===== config.mk =====
export PLATFORM = sky130hd
export DESIGN_NAME = uart_hex_word_parser
export DESIGN_NICKNAME = d
export VERILOG_FILES = /design/src/rtl/uart_pkg.sv /design/src/rtl/hex_char_decode.sv /design/src/rtl/uart_hex_word_parser.sv
export SDC_FILE = /design/constraint.sdc
export NUM_CORES = 1
export LEC_CHECK = 0
export BUFFER_PORTS_ARGS = -buffer_cell sky130_fd_sc_hd__buf_2
export CORE_MARGIN = 2
export CORE_UTILIZATION = 45
export CTS_CLUSTER_SIZE = 16
export DETAILED_ROUTE_END_ITERATION = 8
export GPL_TIMING_DRIVEN = 0
export HOLD_SLACK_MARGIN = 0.15
export PLACE_DENSITY_LB_ADDON = 0.2
export REMOVE_ABC_BUFFERS = 1
export SLEW_MARGIN = 40
export SYNTH_ARGS = -nofsm -noshare
export SYNTH_HDL_FRONTEND = slang
export SYNTH_HIERARCHICAL = 1
export SYNTH_SLANG_ARGS = --single-unit
export TNS_END_PERCENT = 10

===== constraint.sdc =====
create_clock -name clk -period 2.9 [get_ports clk]
set_clock_uncertainty 0.1 [all_clocks]
set_input_delay 0.145 -clock clk [delete_from_list [all_inputs] [get_ports clk]]
set_output_delay 0.145 -clock clk [all_outputs]
set_load 0.02 [all_outputs]

===== src/rtl/uart_pkg.sv =====
// Shared ASCII constants, parser state type and width helper
// for the UART hex word parser.
package uart_pkg;

  localparam logic [7:0] CH_SP = 8'h20;
  localparam logic [7:0] CH_CM = 8'h2C;
  localparam logic [7:0] CH_CR = 8'h0D;
  localparam logic [7:0] CH_LF = 8'h0A;
  localparam logic [7:0] CH_0  = 8'h30;
  localparam logic [7:0] CH_9  = 8'h39;
  localparam logic [7:0] CH_LA = 8'h61;
  localparam logic [7:0] CH_LFH = 8'h66;
  localparam logic [7:0] CH_UA = 8'h41;
  localparam logic [7:0] CH_UF = 8'h46;

  typedef enum logic [1:0] {
    ST_IDLE,
    ST_COLLECT,
    ST_OUTPUT,
    ST_DISCARD
  } parse_state_e;

  function automatic int data_width(input int digits);
    return 4 * digits;
  endfunction

endpackage


===== src/rtl/hex_char_decode.sv =====
// Combinational ASCII classifier: hex digit value or
// word terminator (space, comma, CR, LF).
module hex_char_decode
  import uart_pkg::*;
(
  input  logic [7:0] char_i,
  output logic       is_digit_o,
  output logic       is_term_o,
  output logic [3:0] nibble_o
);

  always_comb begin
    is_digit_o = 1'b1;
    nibble_o   = '0;
    unique case (1'b1)
      (char_i >= CH_0 && char_i <= CH_9):
        nibble_o = 4'(char_i - CH_0);
      (char_i >= CH_LA && char_i <= CH_LFH):
        nibble_o = 4'(char_i - CH_LA + 8'd10);
      (char_i >= CH_UA && char_i <= CH_UF):
        nibble_o = 4'(char_i - CH_UA + 8'd10);
      default:
        is_digit_o = 1'b0;
    endcase
  end

  assign is_term_o = (char_i == CH_SP) || (char_i == CH_CM) ||
                     (char_i == CH_CR) || (char_i == CH_LF);

endmodule


===== src/rtl/uart_hex_word_parser.sv =====
// Turns an ASCII hex byte stream into right-justified words
// on a valid/ready port, holding upstream off while a word waits.
module uart_hex_word_parser
  import uart_pkg::*;
#(
  parameter  int WORD_DIGITS = 8,
  localparam int DATA_WIDTH  = data_width(WORD_DIGITS)
) (
  input  logic                  clk,
  input  logic                  reset_i,
  input  logic                  s_valid_i,
  output logic                  s_ready_o,
  input  logic [7:0]            s_data_i,
  output logic                  m_valid_o,
  input  logic                  m_ready_i,
  output logic [DATA_WIDTH-1:0] m_data_o,
  output logic                  error_o
);

  localparam int CW = $clog2(WORD_DIGITS + 1);

  parse_state_e          state_q, state_d;
  logic [DATA_WIDTH-1:0] acc_q, acc_d;
  logic [DATA_WIDTH-1:0] data_q, data_d;
  logic [CW-1:0]         cnt_q, cnt_d;
  logic                  err_q, err_d;

  logic                  is_digit;
  logic                  is_term;
  logic [3:0]            nibble;
  logic                  accept;
  logic [DATA_WIDTH-1:0] shifted;

  hex_char_decode u_dec (
    .char_i     (s_data_i),
    .is_digit_o (is_digit),
    .is_term_o  (is_term),
    .nibble_o   (nibble)
  );

  assign s_ready_o = (state_q != ST_OUTPUT);
  assign m_valid_o = (state_q == ST_OUTPUT);
  assign m_data_o  = data_q;
  assign error_o   = err_q;
  assign accept    = s_valid_i && s_ready_o;
  assign shifted   = {acc_q[DATA_WIDTH-5:0], nibble};

  always_comb begin
    state_d = state_q;
    acc_d   = acc_q;
    cnt_d   = cnt_q;
    data_d  = data_q;
    err_d   = 1'b0;
    unique case (state_q)
      ST_IDLE, ST_COLLECT: begin
        if (accept) begin
          if (is_digit) begin
            if (cnt_q == CW'(WORD_DIGITS - 1)) begin
              data_d  = shifted;
              acc_d   = '0;
              cnt_d   = '0;
              state_d = ST_OUTPUT;
            end else begin
              acc_d   = shifted;
              cnt_d   = cnt_q + CW'(1);
              state_d = ST_COLLECT;
            end
          end else if (is_term) begin
            // a terminator with no digits pending is just whitespace
            if (state_q == ST_COLLECT) begin
              data_d  = acc_q;
              acc_d   = '0;
              cnt_d   = '0;
              state_d = ST_OUTPUT;
            end
          end else begin
            err_d   = 1'b1;
            acc_d   = '0;
            cnt_d   = '0;
            state_d = ST_DISCARD;
          end
        end
      end
      ST_OUTPUT: begin
        if (m_ready_i) state_d = ST_IDLE;
      end
      ST_DISCARD: begin
        if (accept && is_term) state_d = ST_IDLE;
      end
      default: state_d = ST_IDLE;
    endcase
  end

  always_ff @(posedge clk) begin
    if (reset_i) begin
      state_q <= ST_IDLE;
      acc_q   <= '0;
      cnt_q   <= '0;
      data_q  <= '0;
      err_q   <= 1'b0;
    end else begin
      state_q <= state_d;
      acc_q   <= acc_d;
      cnt_q   <= cnt_d;
      data_q  <= data_d;
      err_q   <= err_d;
    end
  end

endmodule


==> flow_summary_export.csv <==
group,metric,value,unit
clock_tree,cts_tree,"done",
floorplanning,num_io_pins,47,
logic_synthesis,syn_area,3134,sq um
clock_tree,h-tree-depth,3,
worst_setup_path,path_common_cell,"buf_4",
worst_setup_path,critPathKind,"primary input to flip-flop",
clock_tree,numCtsBuffers,9,
floorplanning,die_h,87.46,um
placement,dp.cells,405,
global_routing,gr-total-overflow,0,
timing,hold_violations,0,
floorplanning,dieArea,7648,sq um
route,firstDrtPassIters,4,
logic_synthesis,synthArstFlopShare,0,
run_status,outcome,"complete, no violations",
worst_setup_path,path_depth,11,
power,comb_power_share,0.077,
logic_synthesis,synth-seq-area-share,0.4535,
finish,syn_to_final_growth,15.01,%
min_path,hold_path_class,"primary input to flip-flop",
timing,post-route-period-util,0.9086,
worst_setup_path,critPathBufInv,4,
power,peakVddDrop,0.0002269,V
logic_synthesis,postSynthCellCount,302,
worst_setup_path,path_delay_family,"simple AND/OR/NAND/NOR gates",
logic_synthesis,ys.warnings.count,6,
clock_tree,cts.path.max_buffers,2,
clock_tree,clock_latency,0.34,ns
power,power,1.917,mW
placement,io_buffers,46,
worst_setup_path,start_kind,"primary input",
timing,report.final.slew_viol_count,0,
floorplanning,rows,30,
route,wirelength,6.825,mm
finish,layout_commonest_cell,"dfxtp_1",
timing,clock.fmax,379.5,MHz
floorplanning,die_w,87.46,um
logic_synthesis,synth_ff_type,"dfxtp_1",
timing,rsz0062_at_grt,"false",
finish,stdcell_area,3605,sq um
worst_setup_path,path_cells,"buf_2 -> inv_1 -> ha_1 -> nor3b_1 -> a311oi_2 -> or2_1 -> nor4bb_4 -> buf_4 -> buf_4 -> a31oi_1 -> o221a_1",
placement,place_area,3369,sq um
timing,setup-tns-final,0,ns
power,power.internal,1.462,mW
route,ant_nets,0,
timing,post-route-min-period,2.635,ns
timing,setup_violations,0,
finish,final.fill_count,639,
timing,worst_pin_slew,0.7260,ns
placement,dpl.hpwl,4.112,mm
global_routing,grt_max_degree,42,
worst_setup_path,end_kind,"flip-flop",
finish,diodes,0,
timing,fin_ws,0.2650,ns
worst_setup_path,required,3.03,ns
power,p_clk_frac,0.405,
finish,layout_common_cells,"71 x dfxtp_1, 45 x buf_2, 39 x inv_1, 33 x a31oi_1, 33 x a22o_1",
worst_setup_path,max_stage_delay,0.54,ns
finish,nNetsFinal,356,
finish,drive_above_1_share,0.2297,
floorplanning,core,6756,sq um
clock_tree,ctsRootBufferMaster,"clkbuf_8",
finish,final_cells,424,
timing,relSlewSlack,0.5160,
global_routing,grt_util_all_layers,0.1840,
route,first_iter_violations,129,
floorplanning,initial_core_util,0.4639,
global_routing,grt_pass1_wl,11.12,mm
power,power_leakage,1.407,nW
logic_synthesis,synth-edff-count,0,
route,vias,2486,
global_routing,first_global_vias,2262,
logic_synthesis,synth.distinct_cells,49,
power,pwr_density_cell,531.9,nW/um^2
worst_setup_path,reg2regPathDepth,4,
placement,gp_congestion,0.6983,
power,seq_power_share,0.518,
min_path,min_path_cells,2,
placement,post-place-ws,-0.3967,ns
worst_setup_path,critPathMaxFanout,15,
logic_synthesis,synth_seq_cells,71,
power,power.switching,0.4550,mW
route,routedWlPerCell,16.10,um
timing,holdWs,0.1579,ns
route,via_per_inst,5.863,
logic_synthesis,postSynthAreaPerCell,10.38,sq um
clock_tree,cts.sinks,71,
flow_run,maxCapViolations,0,
finish,final_util,0.5335,
worst_setup_path,crit_slowest_cell,"nor4bb_4",
global_routing,antenna_found_initial,0,
power,switching_share,0.2373,
clock_tree,clkTransAtPathRegs,0.08,ns
route,drc,0,
worst_setup_path,arrival,2.76,ns
[synth_stat cells, types with 2 or more instances]
master,count,area [sq um]
a31oi_1,33,206.5
mux2i_1,2,20.02
nand4b_1,2,17.52
inv_1,39,146.4
buf_2,8,40.04
buf_6,7,78.83
nor3_1,2,10.01
ha_1,5,62.56
o21ai_0,3,15.01
nand2_1,3,11.26
nand2b_1,2,12.51
dfxtp_1,71,1421
o32ai_1,2,17.52
buf_4,3,22.52
or2_1,3,18.77
a21oi_1,6,30.03
nand3_1,4,20.02
o221a_1,32,360.4
a22o_1,33,289.0
nand3b_1,2,15.01
nor2b_1,4,25.02
clkbuf_1,8,30.03
clkbuf_2,2,10.01
[power groups by stage]
stage	Sequential, mW	Combinational [mW]	Clock [mW]
2_1_floorplan	1.02	0.0853	0
3_3_place_gp	1.01	0.134	0
4_1_cts	0.993	0.144	0.791
5_1_grt	0.995	0.162	0.834
6_report	0.993	0.148	0.776
3_5_place_dp	1.02	0.140	0
[sequential cells by signal, summed over array words and instances, names as in the netlist]
signal	cells
error_o	1
cnt_q	4
state_q	2
acc_q	32
m_data_o	32
[per-layer routing]
| layer | share of wire | up-vias | GRT usage |
|---|---|---|---|
| li1 | - | 1223 | - |
| met1 | 0.48 | 1179 | 0.2468 |
| met2 | 0.45 | 74 | 0.2851 |
| met3 | 0.053 | 10 | 0.03791 |
| met4 | 0.015 | 0 | 0.08112 |
| met5 | 0 | - | 0 |
[worst paths after layout]
| path | start | end | slack (ns) |
|---|---|---|---|
| min | reset_i | cnt_q[2]$_SDFFE_PP0P_ | 0.16 |
| max reg2reg | cnt_q[0]$_SDFFE_PP0P_ | cnt_q[3]$_SDFFE_PP0P_ | 0.91 |
| max | s_data_i[0] | m_data_o[12]$_SDFFE_PP0P_ | 0.26 |
| min reg2reg | acc_q[29]$_SDFFE_PP0P_ | acc_q[29]$_SDFFE_PP0P_ | 0.39 |
[repair_timing]
action                                 CTS  global route
setup endpoints to repair               32             0
hold buffers                             2             0
gates resized for setup                  1             0
endpoints found under the hold margin    3             0
setup buffers                            0             0
[layout make-up]
class / instances / area (sq um) / share of cell area
clock buffer: 13 / 148.9 / 0.04131
clock inverter: 3 / 42.54 / 0.01180
inverter: 39 / 146.4 / 0.04061
multi-input combinational: 164 / 1420 / 0.3940
sequential: 71 / 1421 / 0.3943
tap: 80 / 100.1 / 0.02777
timing repair buffer: 54 / 325.3 / 0.09025
[cells by family after synthesis]
| kind of cell | synth area share |
|---|---|
| mux | 0.006387 |
| flops | 0.4535 |
| fa+ha+maj | 0.01996 |
| simple gates | 0.08862 |
| xor+xnor | 0.002795 |
| compound gates | 0.3242 |
| buf+inv | 0.1046 |
(Power assumes the default switching activity.)
